`config.mk`:
```
export PLATFORM = sky130hd
export DESIGN_NAME = serial_add_sub_unit
export DESIGN_NICKNAME = d
export VERILOG_FILES = /design/src/rtl/serial_add_sub_unit.sv
export SDC_FILE = /design/constraint.sdc
export NUM_CORES = 1
export LEC_CHECK = 0
export BUFFER_PORTS_ARGS = -buffer_cell sky130_fd_sc_hd__buf_2
export CAP_MARGIN = 5
export CORE_UTILIZATION = 38
export CTS_BUF_LIST = sky130_fd_sc_hd__clkbuf_2
export DETAILED_ROUTE_END_ITERATION = 8
export GPL_ROUTABILITY_DRIVEN = 0
export GPL_TIMING_DRIVEN = 0
export MAX_ROUTING_LAYER = met4
export PLACE_DENSITY = 0.64
export SETUP_SLACK_MARGIN = 0.4
export SLEW_MARGIN = 15
export SYNTH_ARGS = -nofsm -noshare
export SYNTH_HDL_FRONTEND = slang
export SYNTH_SLANG_ARGS = --single-unit
export TNS_END_PERCENT = 20
```
`constraint.sdc`:
```
create_clock -name clk -period 3.4 [get_ports clk]
set_input_delay 0.68 -clock clk [delete_from_list [all_inputs] [get_ports clk]]
set_output_delay 0.68 -clock clk [all_outputs]
set_load 0.02 [all_outputs]
```
`src/rtl/serial_add_sub_unit.sv`:
```
// serial_add_sub_unit
// Two's-complement add/subtract unit that processes DIGIT bits per clock,
// LSB digit first. It takes operands over a valid/ready handshake and holds
// the result and flags until the consumer accepts them.
// Subtraction is lhs + ~rhs + 1. The inversion is applied when operands are
// latched, and the "+1" is the initial carry. The run datapath is therefore
// a plain digit adder.
module serial_add_sub_unit #(
  parameter int WIDTH = 16,
  parameter int DIGIT = 4
) (
  input  logic             clk,
  input  logic             rst_n,
  input  logic             in_valid,
  output logic             in_ready,
  input  logic             op,
  input  logic [WIDTH-1:0] lhs,
  input  logic [WIDTH-1:0] rhs,
  output logic             out_valid,
  input  logic             out_ready,
  output logic [WIDTH-1:0] sum,
  output logic             cout,
  output logic             overflow,
  output logic             zero
);

  // Number of run cycles and the digit counter sized to hold 0..N-1
  localparam int N  = WIDTH / DIGIT;
  localparam int CW = (N > 1) ? $clog2(N) : 1;
  localparam logic [CW-1:0] LAST_CNT = CW'(N - 1);
  localparam logic [CW-1:0] ONE_CNT  = CW'(1);

  typedef enum logic [1:0] {
    ST_IDLE = 2'd0,
    ST_RUN  = 2'd1,
    ST_DONE = 2'd2
  } state_t;

  state_t           r_state;
  // Operand shift registers: the digit in flight always sits in the low bits
  logic [WIDTH-1:0] r_lhs;
  logic [WIDTH-1:0] r_rhs;
  // Result is assembled by shifting finished digits in from the top
  logic [WIDTH-1:0] r_res;
  logic             r_carry;
  logic [CW-1:0]    r_cnt;

  logic [DIGIT-1:0] w_a;
  logic [DIGIT-1:0] w_b;
  logic [DIGIT-1:0] w_dsum;
  logic             w_dcout;
  logic             w_cin_msb;
  logic [WIDTH-1:0] w_res_next;

  // One digit of ripple addition with carry in; returns {carry_out, sum}
  function automatic logic [DIGIT:0] digit_add(input logic [DIGIT-1:0] a,
                                               input logic [DIGIT-1:0] b,
                                               input logic             c);
    digit_add = {1'b0, a} + {1'b0, b} + {{DIGIT{1'b0}}, c};
  endfunction

  // Digit datapath: current digit sum, carry out, carry into the digit MSB, next result
  always_comb begin
    w_a = r_lhs[DIGIT-1:0];
    w_b = r_rhs[DIGIT-1:0];
    {w_dcout, w_dsum} = digit_add(w_a, w_b, r_carry);
    // Carry into the MSB of the digit, recovered from that bit's sum equation
    w_cin_msb  = w_a[DIGIT-1] ^ w_b[DIGIT-1] ^ w_dsum[DIGIT-1];
    w_res_next = (r_res >> DIGIT) | (WIDTH'(w_dsum) << (WIDTH - DIGIT));
  end

  // Control FSM with registered handshake outputs, result and flags
  always_ff @(posedge clk or negedge rst_n) begin
    if (!rst_n) begin
      r_state   <= ST_IDLE;
      r_lhs     <= {WIDTH{1'b0}};
      r_rhs     <= {WIDTH{1'b0}};
      r_res     <= {WIDTH{1'b0}};
      r_carry   <= 1'b0;
      r_cnt     <= {CW{1'b0}};
      in_ready  <= 1'b1;
      out_valid <= 1'b0;
      sum       <= {WIDTH{1'b0}};
      cout      <= 1'b0;
      overflow  <= 1'b0;
      zero      <= 1'b0;
    end else begin
      case (r_state)
        ST_IDLE: begin
          if (in_valid) begin
            r_lhs    <= lhs;
            r_rhs    <= rhs ^ {WIDTH{op}};
            r_carry  <= op;
            r_cnt    <= {CW{1'b0}};
            r_res    <= {WIDTH{1'b0}};
            in_ready <= 1'b0;
            r_state  <= ST_RUN;
          end else begin
            in_ready <= 1'b1;
          end
        end
        ST_RUN: begin
          r_lhs   <= r_lhs >> DIGIT;
          r_rhs   <= r_rhs >> DIGIT;
          r_carry <= w_dcout;
          r_res   <= w_res_next;
          r_cnt   <= r_cnt + ONE_CNT;
          if (r_cnt == LAST_CNT) begin
            sum       <= w_res_next;
            cout      <= w_dcout;
            overflow  <= w_cin_msb ^ w_dcout;
            zero      <= (w_res_next == {WIDTH{1'b0}});
            out_valid <= 1'b1;
            r_state   <= ST_DONE;
          end else begin
            out_valid <= 1'b0;
          end
        end
        ST_DONE: begin
          if (out_ready) begin
            out_valid <= 1'b0;
            in_ready  <= 1'b1;
            r_state   <= ST_IDLE;
          end else begin
            out_valid <= 1'b1;
          end
        end
        default: begin
          r_state   <= ST_IDLE;
          in_ready  <= 1'b1;
          out_valid <= 1'b0;
        end
      endcase
    end
  end

endmodule

```
Yosys cells after proc, flatten, opt, wreduce, memory -nomap -nowiden
Index checks and enable logic that the tools add are counted.

Bits in registers: 74. Input bits: 37. Output and inout port bits: 21.

Equal/unequal tests: 6. Mux-type cells: 20. $add $sub $neg: 3. Bitwise logic cells: 6. Reductions and logical operators: 7.

Operators by type and width (number): $pmux 16 s2 (3); $mux 16 (3); $logic_not 16->1 (1); $or 12x16->16 (1); $xor 16x16->16 (1); $mux 2 (4); $ne 2x2->1 const B (3); $pmux 1 s3 (2); $pmux 2 s3 (1); $reduce_and 2->1 (3); $add 4x4->5 (1); $add 5x1->5 (1); $mux 1 (5); $eq 2x2->1 const B (2); $pmux 2 s2 (1); $reduce_and 3->1 (1); $xor 1x1->1 (3); $add 2x1->2 const B (1); $eq 2x1->1 const B (1); $logic_not 2->1 (1); $pmux 1 s2 (1); $reduce_bool 2->1 (1); $not 1->1 (1).

Longest topological paths before layout
Gate-level depths: netlist of run 1.

Depth after elaboration: 4. Mapped depth: 8. Gate-level depth less buffers: 8.

Worst setup path after synthesis of run 1
Ideal clock, no wire load.

Path kind: register to register. From: reg r_lhs[0]. To: reg zero. Required time: 3.305 ns. Setup slack: 1.469 ns. Cell stages (with the launch flop): 8. Arrival: 1.836 ns. Cells stage by stage: dfrtp_1 -> inv_1 -> fa_1 -> inv_1 -> fa_1 -> nor4_1 -> nand4_1 -> o31ai_1.

Cells in the longest elaborated chain, start to end: 4.

Ends and longest elaborated chain: start: declaration (RTL line 41) `logic [WIDTH-1:0] r_lhs;`; start signal: assignment (RTL line 76) `r_lhs <= {WIDTH{1'b0}};`; start signal: assignment (RTL line 91) `r_lhs <= lhs;`; start signal: assignment (RTL line 103) `r_lhs <= r_lhs >> DIGIT;`; $add 4x4->5 (RTL line 59) `digit_add = {1'b0, a} + {1'b0, b} + {{DIGIT{1'b0}}, c};`; $add 5x1->5 (RTL line 59); via w_dsum[1] (RTL line 50) `logic [DIGIT-1:0] w_dsum;`; $or 12x16->16 (RTL line 69) `w_res_next = (r_res >> DIGIT) | (WIDTH'(w_dsum) << (WIDTH - DIGIT));`; $logic_not 16->1 (RTL line 112) `zero <= (w_res_next == {WIDTH{1'b0}});`; end signal: assignment (RTL line 112); end: declaration (RTL line 24) `output logic zero`.

The timed path passes the listed nets, and every way through them passes these cells. A chain may end at the register's enable or synchronous reset.

Worst setup path in the final report of run 1
Ends and elaborated chain as after synthesis.

==> results_tabular.tex, run 1 <==
\begin{tabular}{lr}
\hline
Metric & Value \\
\hline
\multicolumn{2}{l}{\textbf{GRT}} \\
\quad Total global routing overflow & 0 \\
\quad Via count of the first global-routing pass & 2403 \\
\quad Number of antenna violations at the first check in global routing & 0 \\
\quad First-pass GRT wire length & 11.5 mm \\
\quad Gr usage total & 17.3\% \\
\quad Pin count of the biggest net entering global routing & 62 \\
\multicolumn{2}{l}{\textbf{Worst hold path}} \\
\quad Depth of the worst hold-timing path & 3 \\
\quad Path class of the lowest-slack min-delay path & input port to flop \\
\multicolumn{2}{l}{\textbf{Drt}} \\
\quad DRC Markers & 0 \\
\quad Avg WL per Cell & 13.8 um \\
\quad First drt pass iteration count & 4 \\
\quad Final routed wirelength across all metal layers & 6.71 mm \\
\quad Avg Vias per Cell & 4.97 \\
\quad Via count & 2422 \\
\quad Number of nets still failing antenna checks after routing & 0 \\
\quad Drt initial violations & 138 \\
\multicolumn{2}{l}{\textbf{Floorplan}} \\
\quad I/O pin count & 58 \\
\quad Initial standard-cell utilization of the core & 39.6\% \\
\quad Width of the die & 94.7 um \\
\quad Number of placement rows & 33 \\
\quad Core region area & 0.00826 mm\^{}2 \\
\quad Height of the die & 94.7 um \\
\quad Die area & 0.00898 mm\^{}2 \\
\multicolumn{2}{l}{\textbf{STA}} \\
\quad Setup violators final & 0 \\
\quad RSZ-0062 raised after global routing & no \\
\quad Achievable frequency & 0.471 GHz \\
\quad Number of failing hold endpoints at the final stage & 0 \\
\quad Transition time at the pin with the least slew margin & 0.470 ns \\
\quad Layout Skew & 0.0332 ns \\
\quad Max transition margin & 68.7\% \\
\quad Final Cycle Share & 62.4\% \\
\quad Minimum clock period after layout & 2.12 ns \\
\quad Final total negative setup slack & 0 ns \\
\quad Final-report max-slew violation count & 0 \\
\multicolumn{2}{l}{\textbf{Run}} \\
\quad Max\_cap viols & 0 \\
\multicolumn{2}{l}{\textbf{Yosys}} \\
\quad Post-synthesis sequential element count & 70 \\
\quad Net count after synthesis & 354 \\
\quad Synth Area in XOR/XNOR & 5.09\% \\
\quad Main combinational cell family by area after synthesis & compound AO/OA/AOI/OAI gates \\
\quad Mean instance size in the synthesized netlist & 10.6 um\^{}2 \\
\quad Netlist area before placement & 0.00327 mm\^{}2 \\
\quad Warning count from the yosys run & 0 \\
\quad Post-Synth Adder-Cell Area & 3.91\% \\
\quad Proportion of synthesized area in mux cells & 8.50\% \\
\quad Leading post-synthesis cells by cell area & sky130\_fd\_sc\_hd\_\_dfrtp\_1 53\%, sky130\_fd\_sc\_hd\_\_o21ai\_0 5.2\%, sky130\_fd\_sc\_hd\_\_nand2\_1 5.1\% \\
\quad Count of cell types in the netlist & 33 \\
\quad Gate count of the mapped netlist & 308 \\
\quad Fraction of the yosys area taken by sequential cells & 53.6\% \\
\quad Largest area contributor in the synthesized netlist & sky130\_fd\_sc\_hd\_\_dfrtp\_1 \\
\quad Simple-gate portion of the synthesized area & 9.38\% \\
\quad Area share of the leading cell type in the synthesized netlist & 52.8\% \\
\quad Compound-gate portion of the synthesized area & 15.5\% \\
\multicolumn{2}{l}{\textbf{Setup path}} \\
\quad Critical path capture point type & flop \\
\quad Maximum fanout along the worst path & 3 \\
\quad R2R cell count & 7 \\
\quad Path type of the worst setup path & flop to flop \\
\quad Crit start category & flop \\
\quad Critical Path RT & 3.81 ns \\
\quad Worst reg-to-reg setup slack & 1.28 ns \\
\quad Arrival time at the worst endpoint & 2.53 ns \\
\multicolumn{2}{l}{\textbf{Cells and area}} \\
\quad Share of layout cells above drive strength 1 & 27.5\% \\
\quad Diodes inserted & 0 \\
\quad Area Overhead vs Synth & 18.7\% \\
\quad Post-Layout Inst Area & 0.00388 mm\^{}2 \\
\quad Total of fill cells in the finished design & 829 \\
\quad Net count of the finished layout & 423 \\
\multicolumn{2}{l}{\textbf{Clock network}} \\
\quad CTS root buf & sky130\_fd\_sc\_hd\_\_clkbuf\_2 \\
\quad H-tree depth reported by CTS & 3 \\
\quad CTS max path bufs & 2 \\
\quad Total of cells resized after clock tree synthesis & 0 \\
\quad CTS buffer count & 9 \\
\quad Clock Pin Slew Worst Setup and Hold Paths & 0.19 ns \\
\quad Number of clock sinks & 70 \\
\quad CTS tree & yes \\
\quad Clock latency on the worst-skew pair & 0.50 ns \\
\multicolumn{2}{l}{\textbf{Power and ir drop}} \\
\quad Pwr/cell area & 982 mW/mm\^{}2 \\
\quad Reported leakage power & 1.89 nW \\
\quad Max VDD drop & 0.404 mV \\
\multicolumn{2}{l}{\textbf{Outcome}} \\
\quad Outcome & completed \\
\multicolumn{2}{l}{\textbf{Placed design}} \\
\quad Post-DP Area & 0.00371 mm\^{}2 \\
\quad Hpwl dp & 4.97 mm \\
\quad Buffers added on ports & 56 \\
\hline
\end{tabular}
==> flip-flops by register name (all words and copies together), names as in the netlist <==
register / count
r_cnt: 2
zero: 1
r_state: 2
overflow: 1
r_carry: 1
out_valid: 1
sum: 16
cout: 1
in_ready: 1
r_res: 12
r_lhs: 16
r_rhs: 16
==> layout make-up <==
| class | count | area (um^2) | area share [%] |
|---|---|---|---|
| timing repair buffer | 58 | 320 | 8.26 |
| buffer | 19 | 101 | 2.61 |
| multi-input combinational | 211 | 1380 | 35.7 |
| sequential | 70 | 1750 | 45.2 |
| inverter | 8 | 30.0 | 0.774 |
| clock inverter | 6 | 110 | 2.84 |
| tap | 105 | 131 | 3.39 |
| clock buffer | 10 | 50.0 | 1.29 |
==> power by group <==
part	internal (mW)	switching (mW)
Clock	0.319	0.292
Combinational	0.723	1.07
Sequential	1.19	0.223
Total	2.23	1.58
==> final timing paths <==
kind	start	end
worst max-delay path	r_lhs[0]	zero
worst min-delay path	lhs[11]	r_lhs[11]
worst max register to register	r_lhs[0]	zero
worst min register to register	r_carry	r_carry
max in group asynchronous	rst_n	in_ready
min in group asynchronous	rst_n	sum[1]
==> cells by family (layout without fill, tap and decap cells) <==
logic type / Yosys count / in the layout
adders and majority gates: 9 / 9
buffers and inverters: 27 / 101
xor gates and xnor gates: 19 / 19
muxes: 26 / 26
and+or+nand+nor: 73 / 73
DFF: 70 / 70
AOI/OAI and AO/OA: 84 / 84
==> synth_stat cells <==
master	n
sky130_fd_sc_hd__nor4_1	2
sky130_fd_sc_hd__nor4b_1	1
sky130_fd_sc_hd__mux2i_1	12
sky130_fd_sc_hd__and2_1	3
sky130_fd_sc_hd__fa_1	2
sky130_fd_sc_hd__nor2b_1	2
sky130_fd_sc_hd__nand2_1	44
sky130_fd_sc_hd__a22o_1	11
sky130_fd_sc_hd__buf_2	12
sky130_fd_sc_hd__a21o_1	2
sky130_fd_sc_hd__o21ai_0	34
sky130_fd_sc_hd__clkbuf_1	3
sky130_fd_sc_hd__dfrtp_1	69
sky130_fd_sc_hd__nand2b_1	1
sky130_fd_sc_hd__o31ai_1	1
sky130_fd_sc_hd__dfstp_2	1
sky130_fd_sc_hd__a21oi_4	1
sky130_fd_sc_hd__ha_1	7
sky130_fd_sc_hd__mux2_2	14
sky130_fd_sc_hd__inv_1	7
sky130_fd_sc_hd__xor2_1	6
sky130_fd_sc_hd__nand4_1	1
sky130_fd_sc_hd__buf_4	4
sky130_fd_sc_hd__a21oi_1	19
sky130_fd_sc_hd__xnor2_1	13
sky130_fd_sc_hd__a211oi_1	1
sky130_fd_sc_hd__o21ai_1	6
sky130_fd_sc_hd__nor3_1	1
sky130_fd_sc_hd__a22oi_1	8
sky130_fd_sc_hd__o21a_1	1
sky130_fd_sc_hd__nor2_1	17
sky130_fd_sc_hd__nand3b_1	1
sky130_fd_sc_hd__inv_2	1
==> critical path, cell delays in order (launching register included) <==
cell                      delay (ns)
sky130_fd_sc_hd__dfrtp_1        0.39
sky130_fd_sc_hd__inv_1          0.06
sky130_fd_sc_hd__fa_1           0.43
sky130_fd_sc_hd__inv_1          0.08
sky130_fd_sc_hd__fa_1           0.47
sky130_fd_sc_hd__nor4_1         0.30
sky130_fd_sc_hd__nand4_1        0.13
sky130_fd_sc_hd__o31ai_1        0.19
==> layout by cell type, fill, tap and decap left out, types with 2 or more instances in the layout <==
cell | netlist | final
sky130_fd_sc_hd__fa_1 | 2 | 2
sky130_fd_sc_hd__bufinv_16 | 0 | 3
sky130_fd_sc_hd__mux2_2 | 14 | 14
sky130_fd_sc_hd__buf_4 | 4 | 5
sky130_fd_sc_hd__o21ai_1 | 6 | 6
sky130_fd_sc_hd__a22o_1 | 11 | 11
sky130_fd_sc_hd__inv_1 | 7 | 7
sky130_fd_sc_hd__and2_1 | 3 | 3
sky130_fd_sc_hd__xor2_1 | 6 | 6
sky130_fd_sc_hd__ha_1 | 7 | 7
sky130_fd_sc_hd__clkbuf_1 | 3 | 3
sky130_fd_sc_hd__dfrtp_1 | 69 | 69
sky130_fd_sc_hd__a22oi_1 | 8 | 8
sky130_fd_sc_hd__mux2i_1 | 12 | 12
sky130_fd_sc_hd__nor2b_1 | 2 | 2
sky130_fd_sc_hd__buf_2 | 12 | 67
sky130_fd_sc_hd__nand2_1 | 44 | 44
sky130_fd_sc_hd__nor2_1 | 17 | 17
sky130_fd_sc_hd__xnor2_1 | 13 | 13
sky130_fd_sc_hd__o21ai_0 | 34 | 34
sky130_fd_sc_hd__clkbuf_2 | 0 | 10
sky130_fd_sc_hd__nor4_1 | 2 | 2
sky130_fd_sc_hd__a21oi_1 | 19 | 19
sky130_fd_sc_hd__a21o_1 | 2 | 2
==> metal layers <==
layer | vias to the layer above | share of wire (%) | track usage [%]
met3 | 8 | 4.1 | 4.91
met4 | 0 | 1.0 | 4.55
li1 | 1198 | - | -
met1 | 1160 | 46 | 21.6
met2 | 56 | 49 | 27.6
met5 | - | 0 | -
==> stage by stage <==
stage,std cells,total power [mW],utilization (%),hold slack [ns],setup WS [ns]
2_1_floorplan,308,2.71,-,0.384,1.47
3_3_place_gp,469,3.17,44.6,0.459,1.27
3_5_place_dp,470,3.24,44.9,0.467,1.29
4_1_cts,487,3.85,47.0,0.408,1.26
5_1_grt,487,4.15,47.0,0.407,1.11
6_report,487,3.81,47.0,0.452,1.28
==> repair_timing <==
action,CTS,global route
buffers inserted,0,0
hold buffers,1,0
hold endpoints to repair,9,0
(Power assumes the default switching activity.)
==> run 2, diff against run 1 <==
Clock period 3.4 ns to 2.1 ns, I/O delays scaled along.
==> run 2 against run 1 <==
Sequential cell count did not move. Sequential power rose by 62%. Via count increased by 1.4%. First-iteration DRC count down 18%. Count of clock-buffer cells in the layout fell by 1. Clock power increased by 67%. Total power up 72%. Wire length grew 4.9%. Combinational power increased by 83%. Fmax grew 11%.
==> results_tabular.tex, run 2 (synthesis results as in run 1) <==
\begin{tabular}{lr}
\hline
Metric & Value \\
\hline
\multicolumn{2}{l}{\textbf{Outcome}} \\
\quad Outcome & completed \\
\multicolumn{2}{l}{\textbf{Drt}} \\
\quad DRC Markers & 0 (unchanged) \\
\quad Number of nets still failing antenna checks after routing & 0 (unchanged) \\
\quad Drt initial violations & 113 (-18\%) \\
\quad Avg Vias per Cell & 4.94 (-0.68\%) \\
\quad First drt pass iteration count & 4 (unchanged) \\
\quad Avg WL per Cell & 14.2 um (+2.8\%) \\
\quad Via count & 2455 (+1.4\%) \\
\quad Final routed wirelength across all metal layers & 7.04 mm (+4.9\%) \\
\multicolumn{2}{l}{\textbf{Setup path}} \\
\quad Slowest stage cell on the critical path & sky130\_fd\_sc\_hd\_\_dfrtp\_1 \\
\quad Crit start category & flop \\
\quad Capturing point of the worst reg2reg path & overflow \\
\quad Maximum fanout along the worst path & 3 (unchanged) \\
\quad R2R cell count & 8 (+1) \\
\quad Family with the most delay on the worst path & adder cells \\
\quad Arrival time at the worst endpoint & 2.30 ns (-0.23 ns) \\
\quad Longest individual stage delay on the worst path & 0.43 ns (-0.04 ns) \\
\quad Reg2reg start & r\_rhs[0] \\
\quad Path type of the worst setup path & flop to flop \\
\quad Most common cell on crit path & sky130\_fd\_sc\_hd\_\_fa\_2 \\
\quad Chain of cells forming the critical path & inv\_1 > fa\_2 > inv\_2 > fa\_2 > a21o\_1 > a21oi\_2 > xor2\_1 > o21ai\_0 \\
\quad Critical path buffers and inverters & 2 (unchanged) \\
\quad Critical path capture point type & flop \\
\quad Critical Path RT & 2.49 ns (-1.32 ns) \\
\quad Worst reg-to-reg setup slack & 0.19 ns (-1.09 ns) \\
\multicolumn{2}{l}{\textbf{GRT}} \\
\quad First-pass GRT wire length & 11.7 mm (+1.9\%) \\
\quad Gr usage total & 17.7\% (+0.42 points) \\
\quad Number of antenna violations at the first check in global routing & 0 (unchanged) \\
\quad Pin count of the biggest net entering global routing & 37 (-40\%) \\
\quad Total global routing overflow & 0 (unchanged) \\
\quad Via count of the first global-routing pass & 2430 (+1.1\%) \\
\multicolumn{2}{l}{\textbf{Cells and area}} \\
\quad Top library cells by usage in the layout, fill and taps aside & 69 x sky130\_fd\_sc\_hd\_\_dfrtp\_1, 64 x sky130\_fd\_sc\_hd\_\_buf\_2, 44 x sky130\_fd\_sc\_hd\_\_nand2\_1 \\
\quad Multi-input combinational cell area & 0.00142 mm\^{}2 (+2.4\%) \\
\quad Core occupancy in the finished layout & 48.4\% (+1.4 points) \\
\quad Area Overhead vs Synth & 22.4\% \\
\quad Total of fill cells in the finished design & 786 (-5.2\%) \\
\quad Share of layout cells above drive strength 1 & 31.9\% (+4.4 points) \\
\quad Registers with the most flip-flops & r\_lhs: 16 flops, r\_rhs: 16 flops, sum: 16 flops \\
\quad Commonest non-fill, non-tap cell in the layout & sky130\_fd\_sc\_hd\_\_dfrtp\_1 \\
\quad Net count of the finished layout & 433 (+2.4\%) \\
\quad Diodes inserted & 0 (unchanged) \\
\quad Sequential cell area & 0.00175 mm\^{}2 (unchanged) \\
\multicolumn{2}{l}{\textbf{Worst hold path}} \\
\quad Depth of the worst hold-timing path & 3 (unchanged) \\
\quad Path class of the lowest-slack min-delay path & input port to flop \\
\quad End of the worst hold path & r\_lhs[9] \\
\quad Min-delay src & lhs[9] \\
\multicolumn{2}{l}{\textbf{STA}} \\
\quad Setup slack of the critical path after layout & 0.193 ns (-1.09 ns) \\
\quad Setup violators final & 0 (unchanged) \\
\quad Final total negative setup slack & 0 ns (unchanged) \\
\quad RSZ-0062 raised after global routing & yes \\
\quad Minimum clock period after layout & 1.91 ns (-0.215 ns) \\
\quad Transition time at the pin with the least slew margin & 0.472 ns (+0.00222 ns) \\
\quad Hold Slack & 0.175 ns (-0.277 ns) \\
\quad Final Cycle Share & 90.8\% (+28 points) \\
\quad Number of failing hold endpoints at the final stage & 0 (unchanged) \\
\quad Final-report max-slew violation count & 0 (unchanged) \\
\quad Max transition margin & 68.5\% (-0.15 points) \\
\quad Achievable frequency & 0.524 GHz (+11\%) \\
\quad Layout Skew & 0.0255 ns (-0.00770 ns) \\
\multicolumn{2}{l}{\textbf{Floorplan}} \\
\quad Width of the die & 94.7 um (unchanged) \\
\quad Core region area & 0.00826 mm\^{}2 (unchanged) \\
\quad Initial standard-cell utilization of the core & 39.6\% (unchanged) \\
\quad I/O pin count & 58 (unchanged) \\
\quad Height of the die & 94.7 um (unchanged) \\
\quad Die area & 0.00898 mm\^{}2 (unchanged) \\
\quad Number of placement rows & 33 (unchanged) \\
\multicolumn{2}{l}{\textbf{Power and ir drop}} \\
\quad Max VDD drop & 0.661 mV (+64\%) \\
\quad Pwr/cell area & 1640 mW/mm\^{}2 (+67\%) \\
\quad Internal cell power & 3.84 mW (+73\%) \\
\quad Sequential share of power & 34.7\% (-2.3 points) \\
\quad Net Sw Frac & 41.4\% (-0.11 points) \\
\quad Comb power frac & 49.8\% (+2.8 points) \\
\quad Fraction of power consumed by the clock network & 15.5\% (-0.5 points) \\
\quad Reported leakage power & 1.94 nW (+2.6\%) \\
\quad Switching power & 2.72 mW (+72\%) \\
\multicolumn{2}{l}{\textbf{Clock network}} \\
\quad CTS root buf & sky130\_fd\_sc\_hd\_\_clkbuf\_2 \\
\quad Clock latency on the worst-skew pair & 0.50 ns (about the same) \\
\quad CTS buffer count & 9 (unchanged) \\
\quad CTS max path bufs & 2 (unchanged) \\
\quad Number of clock sinks & 70 (unchanged) \\
\quad CTS tree & yes \\
\quad Clock Pin Slew Worst Setup and Hold Paths & 0.20 ns (about the same) \\
\quad H-tree depth reported by CTS & 3 (unchanged) \\
\multicolumn{2}{l}{\textbf{Placed design}} \\
\quad Buffers added on ports & 56 (unchanged) \\
\quad Hpwl dp & 4.98 mm (+0.10\%) \\
\quad Setup slack after placement & 0.0842 ns (-1.20 ns) \\
\multicolumn{2}{l}{\textbf{Run}} \\
\quad Max\_cap viols & 0 (unchanged) \\
\hline
\end{tabular}
## run 2: changes by cell type in the layout (fill, tap and decap cells not counted), moves of 2 or more
cell / change
sky130_fd_sc_hd__inv_2: +3
sky130_fd_sc_hd__fa_2: +2
sky130_fd_sc_hd__buf_6: +3
sky130_fd_sc_hd__inv_6: +2
sky130_fd_sc_hd__buf_4: +8
sky130_fd_sc_hd__buf_2: -3
sky130_fd_sc_hd__fa_1: -2
sky130_fd_sc_hd__inv_1: -3
## run 2: final cells by class
| class | count | area share [%] |
|---|---|---|
| Tap cell | 105 | 3.29 |
| Buffer | 19 | 3.10 |
| Sequential cell | 70 | 43.8 |
| Timing Repair Buffer | 67 | 9.45 |
| Clock inverter | 7 | 3.00 |
| Inverter | 8 | 0.751 |
| Clock buffer | 9 | 1.13 |
| Multi-Input combinational cell | 212 | 35.5 |
## run 2: routing by layer
layer,up-vias,wire [um],GRT usage [%]
met5,-,0,-
met4,0,68,4.67
met3,8,331,4.99
met2,62,3390,27.3
met1,1160,3240,23.0
li1,1225,-,-
## run 2: per-stage QoR
step                cells  power (mW)  instance area, um^2
floorplan             308        4.40                 3270
global placement      469        5.16                 3690
detailed placement    470        5.28                 3710
CTS                   495        6.59                 3970
global route          497        7.11                 4000
finish                497        6.56                 4000
## run 2: what timing repair did
action                                  in CTS  in global routing
pin swaps                                    5                  2
gates cloned                                 2                  0
resized for setup                            7                  8
endpoints found under the setup margin      43                 61
buffers inserted                             6                  2
hold buffers                                 1                  0
endpoints found under the hold margin       35                  0
## run 2: worst max-delay path by stage
stage | cells after the start | to | start | slack (ns)
after floorplan | 7 | zero | r_carry | 0.28
after global placement | 7 | zero | r_carry | 0.14
after detailed placement | 7 | zero | r_carry | 0.08
after CTS | 7 | zero | r_carry | 0.06
after global routing | 7 | zero | r_carry | 0.10
final | 8 | overflow | r_rhs[0] | 0.19
## run 2: power by group through the flow
stage | logic, mW | registers [mW] | clock network [mW]
floorplan | 2.00 | 2.40 | 0
global placement | 2.87 | 2.29 | 0
detailed placement | 2.97 | 2.31 | 0
CTS | 3.26 | 2.28 | 1.06
global route | 3.65 | 2.35 | 1.10
finish | 3.27 | 2.28 | 1.02
## run 2: worst min-delay path, delay by kind of cell
kind                   cells  cell delay [ns]
AO/OA/AOI/OAI              1             0.11
buffers and inverters      1             0.07
multiplexers               1             0.05
==> run 3, diff against run 2 <==
Settings changed: CORE_UTILIZATION 38 to 39, PLACE_DENSITY 0.64 to unset.
==> run 3 against run 2 <==
Sequential share of layout area down 1.3 points. Global-route usage is 0.34 points higher. Via count rose by 0.73%. Sequential power is essentially flat. Total power increased by 5.8%. Wire length shrank 1.1%. Sequential cell count did not move. Clock power rose by 12%. Count of clock-buffer cells in the layout unchanged. Register-to-register slack hardly changed. Final area increased by 2.9%. Cell count grew 0.40%. Critical path type unchanged. Highest routed layer unchanged.
==> results_tabular.tex, run 3 (synthesis results as in run 1) <==
\begin{tabular}{lr}
\hline
Metric & Value \\
\hline
\multicolumn{2}{l}{\textbf{Clock network}} \\
\quad CTS buffer count & 9 (unchanged) \\
\quad CTS tree & yes \\
\quad H-tree depth reported by CTS & 3 (unchanged) \\
\quad Clock Pin Slew Worst Setup and Hold Paths & 0.21 ns (about the same) \\
\quad Number of clock sinks & 70 (unchanged) \\
\quad CTS max path bufs & 2 (unchanged) \\
\quad Clock latency on the worst-skew pair & 0.53 ns (+0.03 ns) \\
\quad CTS root buf & sky130\_fd\_sc\_hd\_\_clkbuf\_2 \\
\multicolumn{2}{l}{\textbf{Power and ir drop}} \\
\quad Max VDD drop & 0.655 mV (-0.88\%) \\
\quad Sequential share of power & 32.9\% (-1.8 points) \\
\quad Pwr/cell area & 1690 mW/mm\^{}2 (+2.8\%) \\
\quad Fraction of power consumed by the clock network & 16.5\% (+1.0 points) \\
\quad Switching power & 2.77 mW (+2.0\%) \\
\quad Net Sw Frac & 39.9\% (-1.5 points) \\
\quad Comb power frac & 50.6\% (+0.8 points) \\
\quad Reported leakage power & 2.00 nW (+2.9\%) \\
\quad Internal cell power & 4.17 mW (+8.5\%) \\
\multicolumn{2}{l}{\textbf{Outcome}} \\
\quad Outcome & completed \\
\multicolumn{2}{l}{\textbf{Floorplan}} \\
\quad Number of placement rows & 33 (unchanged) \\
\quad Core region area & 0.00818 mm\^{}2 (-1.0\%) \\
\quad Initial standard-cell utilization of the core & 40.0\% (+0.40 points) \\
\quad Height of the die & 93.5 um (-1.3\%) \\
\quad I/O pin count & 58 (unchanged) \\
\quad Die area & 0.00875 mm\^{}2 (-2.5\%) \\
\quad Width of the die & 93.5 um (-1.3\%) \\
\multicolumn{2}{l}{\textbf{Setup path}} \\
\quad R2R cell count & 7 (-1) \\
\quad Path type of the worst setup path & flop to flop \\
\quad Reg2reg start & r\_carry \\
\quad Longest individual stage delay on the worst path & 0.47 ns (+0.04 ns) \\
\quad Critical path capture point type & flop \\
\quad Chain of cells forming the critical path & inv\_2 > fa\_2 > inv\_2 > fa\_2 > nor4\_4 > nand4\_1 > o31ai\_2 \\
\quad Maximum fanout along the worst path & 2 (-1) \\
\quad Critical Path RT & 2.55 ns (+0.06 ns) \\
\quad Arrival time at the worst endpoint & 2.37 ns (+0.07 ns) \\
\quad Slowest stage cell on the critical path & sky130\_fd\_sc\_hd\_\_fa\_2 \\
\quad Crit start category & flop \\
\quad Timing startpoint of the critical path & r\_carry \\
\quad Worst reg-to-reg setup slack & 0.18 ns (about the same) \\
\multicolumn{2}{l}{\textbf{Cells and area}} \\
\quad Sequential cell area & 0.00175 mm\^{}2 (unchanged) \\
\quad Commonest non-fill, non-tap cell in the layout & sky130\_fd\_sc\_hd\_\_dfrtp\_1 \\
\quad Post-Layout Inst Area & 0.00412 mm\^{}2 (+2.9\%) \\
\quad Diodes inserted & 0 (unchanged) \\
\quad Multi-input combinational cell area & 0.00143 mm\^{}2 (+1.1\%) \\
\quad Area Overhead vs Synth & 26.0\% \\
\quad Top library cells by usage in the layout, fill and taps aside & 69 x sky130\_fd\_sc\_hd\_\_dfrtp\_1, 61 x sky130\_fd\_sc\_hd\_\_buf\_2, 44 x sky130\_fd\_sc\_hd\_\_nand2\_1 \\
\quad Registers with the most flip-flops & r\_lhs: 16 flops, r\_rhs: 16 flops, sum: 16 flops \\
\quad Share of layout cells above drive strength 1 & 33.5\% (+1.6 points) \\
\quad Net count of the finished layout & 435 (+0.46\%) \\
\quad Total of fill cells in the finished design & 768 (-2.3\%) \\
\multicolumn{2}{l}{\textbf{Placed design}} \\
\quad Buffers added on ports & 56 (unchanged) \\
\quad Post-DP Area & 0.00372 mm\^{}2 (+0.20\%) \\
\quad Hpwl dp & 4.93 mm (-1.0\%) \\
\multicolumn{2}{l}{\textbf{Worst hold path}} \\
\quad Depth of the worst hold-timing path & 3 (unchanged) \\
\quad Min-delay src & lhs[9] \\
\quad Path class of the lowest-slack min-delay path & input port to flop \\
\multicolumn{2}{l}{\textbf{STA}} \\
\quad Setup violators final & 0 (unchanged) \\
\quad Final-report max-slew violation count & 0 (unchanged) \\
\quad Number of failing hold endpoints at the final stage & 0 (unchanged) \\
\quad Transition time at the pin with the least slew margin & 0.411 ns (-0.0610 ns) \\
\quad Hold Slack & 0.143 ns (-0.0313 ns) \\
\quad Final Cycle Share & 91.3\% (+0.46 points) \\
\quad Achievable frequency & 0.522 GHz (-0.51\%) \\
\quad Minimum clock period after layout & 1.92 ns (+0.00971 ns) \\
\quad Final total negative setup slack & 0 ns (unchanged) \\
\quad RSZ-0062 raised after global routing & yes \\
\quad Max transition margin & 72.6\% (+4.1 points) \\
\quad Layout Skew & 0.0347 ns (+0.00915 ns) \\
\multicolumn{2}{l}{\textbf{Drt}} \\
\quad DRC Markers & 0 (unchanged) \\
\quad Drt initial violations & 77 (-32\%) \\
\quad Number of nets still failing antenna checks after routing & 0 (unchanged) \\
\quad Via count & 2473 (+0.73\%) \\
\quad Avg WL per Cell & 13.9 um (-1.5\%) \\
\quad Avg Vias per Cell & 4.96 (+0.33\%) \\
\quad First drt pass iteration count & 5 (+1) \\
\quad Final routed wirelength across all metal layers & 6.96 mm (-1.1\%) \\
\multicolumn{2}{l}{\textbf{GRT}} \\
\quad Number of antenna violations at the first check in global routing & 0 (unchanged) \\
\quad Pin count of the biggest net entering global routing & 56 (+51\%) \\
\quad Via count of the first global-routing pass & 2460 (+1.2\%) \\
\quad Gr usage total & 18.1\% (+0.34 points) \\
\quad Total global routing overflow & 0 (unchanged) \\
\quad First-pass GRT wire length & 11.7 mm (-0.29\%) \\
\multicolumn{2}{l}{\textbf{Run}} \\
\quad Max\_cap viols & 0 (unchanged) \\
\hline
\end{tabular}
-- run 3: changes by cell type in the layout (fill, tap and decap cells not counted), sizes merged --
| cell | delta |
|---|---|
| clkbuf | +1 |
| a21oi | -1 |
| buf | +2 |
| bufinv | +1 |
| clkinvlp | -1 |
-- run 3: layout make-up --
class	instances	share of cell area [%]
plain buffers	19	3.53
clock buffers	9	1.09
clock inverters	7	3.47
inverters	8	0.729
multi-input cells	211	34.8
flip-flops and latches	70	42.6
well taps	105	3.19
repair buffers	70	10.6
-- run 3: what timing repair did --
| item | in CTS | in global routing |
|---|---|---|
| pin swaps | 0 | 4 |
| buffers inserted | 6 | 5 |
| resized for setup | 10 | 22 |
| endpoints found under the setup margin | 46 | 60 |
| endpoints found under the hold margin | 17 | 0 |
| hold buffers | 1 | 0 |
| cloned | 0 | 1 |
-- run 3: critical path, delay by kind of cell, from the launching register on --
family,cells,cell delay [ns]
buffers and inverters,2,0.11
adder cells (fa/ha/maj),2,0.87
AO/OA/AOI/OAI,1,0.18
AND/OR/NAND/NOR,2,0.29
flip-flops,1,0.40
-- run 3: routing by layer --
| metal | global-route usage (%) | vias up | wire [um] |
|---|---|---|---|
| met1 | 22.6 | 1186 | 3230 |
| met2 | 28.6 | 52 | 3360 |
| met4 | 5.77 | 0 | 95 |
| met5 | - | - | 0 |
| met3 | 4.88 | 10 | 276 |
| li1 | - | 1225 | - |
-- run 3: path summary, 6_finish.rpt --
path | end
min in group asynchronous | sum[3]
worst min register to register | r_lhs[0]
worst min-delay path | r_lhs[9]
worst max-delay path | zero
worst max register to register | zero
max in group asynchronous | in_ready
-- run 3: metrics by stage --
stage | instances | worst slack, ns | utilization (%) | power [mW]
2_1_floorplan | 308 | 0.279 | - | 4.40
3_3_place_gp | 469 | 0.118 | 45.1 | 5.18
3_5_place_dp | 470 | 0.0401 | 45.5 | 5.29
4_1_cts | 493 | 0.0911 | 48.8 | 6.67
5_1_grt | 499 | 0.121 | 50.4 | 7.49
6_report | 499 | 0.183 | 50.4 | 6.94
-- run 3: power groups by stage --
| stage | clock (mW) | sequential [mW] | combinational [mW] |
|---|---|---|---|
| floorplan | 0 | 2.40 | 2.00 |
| global placement | 0 | 2.29 | 2.90 |
| detailed placement | 0 | 2.32 | 2.97 |
| CTS | 1.17 | 2.28 | 3.22 |
| global route | 1.23 | 2.36 | 3.90 |
| finish | 1.14 | 2.29 | 3.51 |
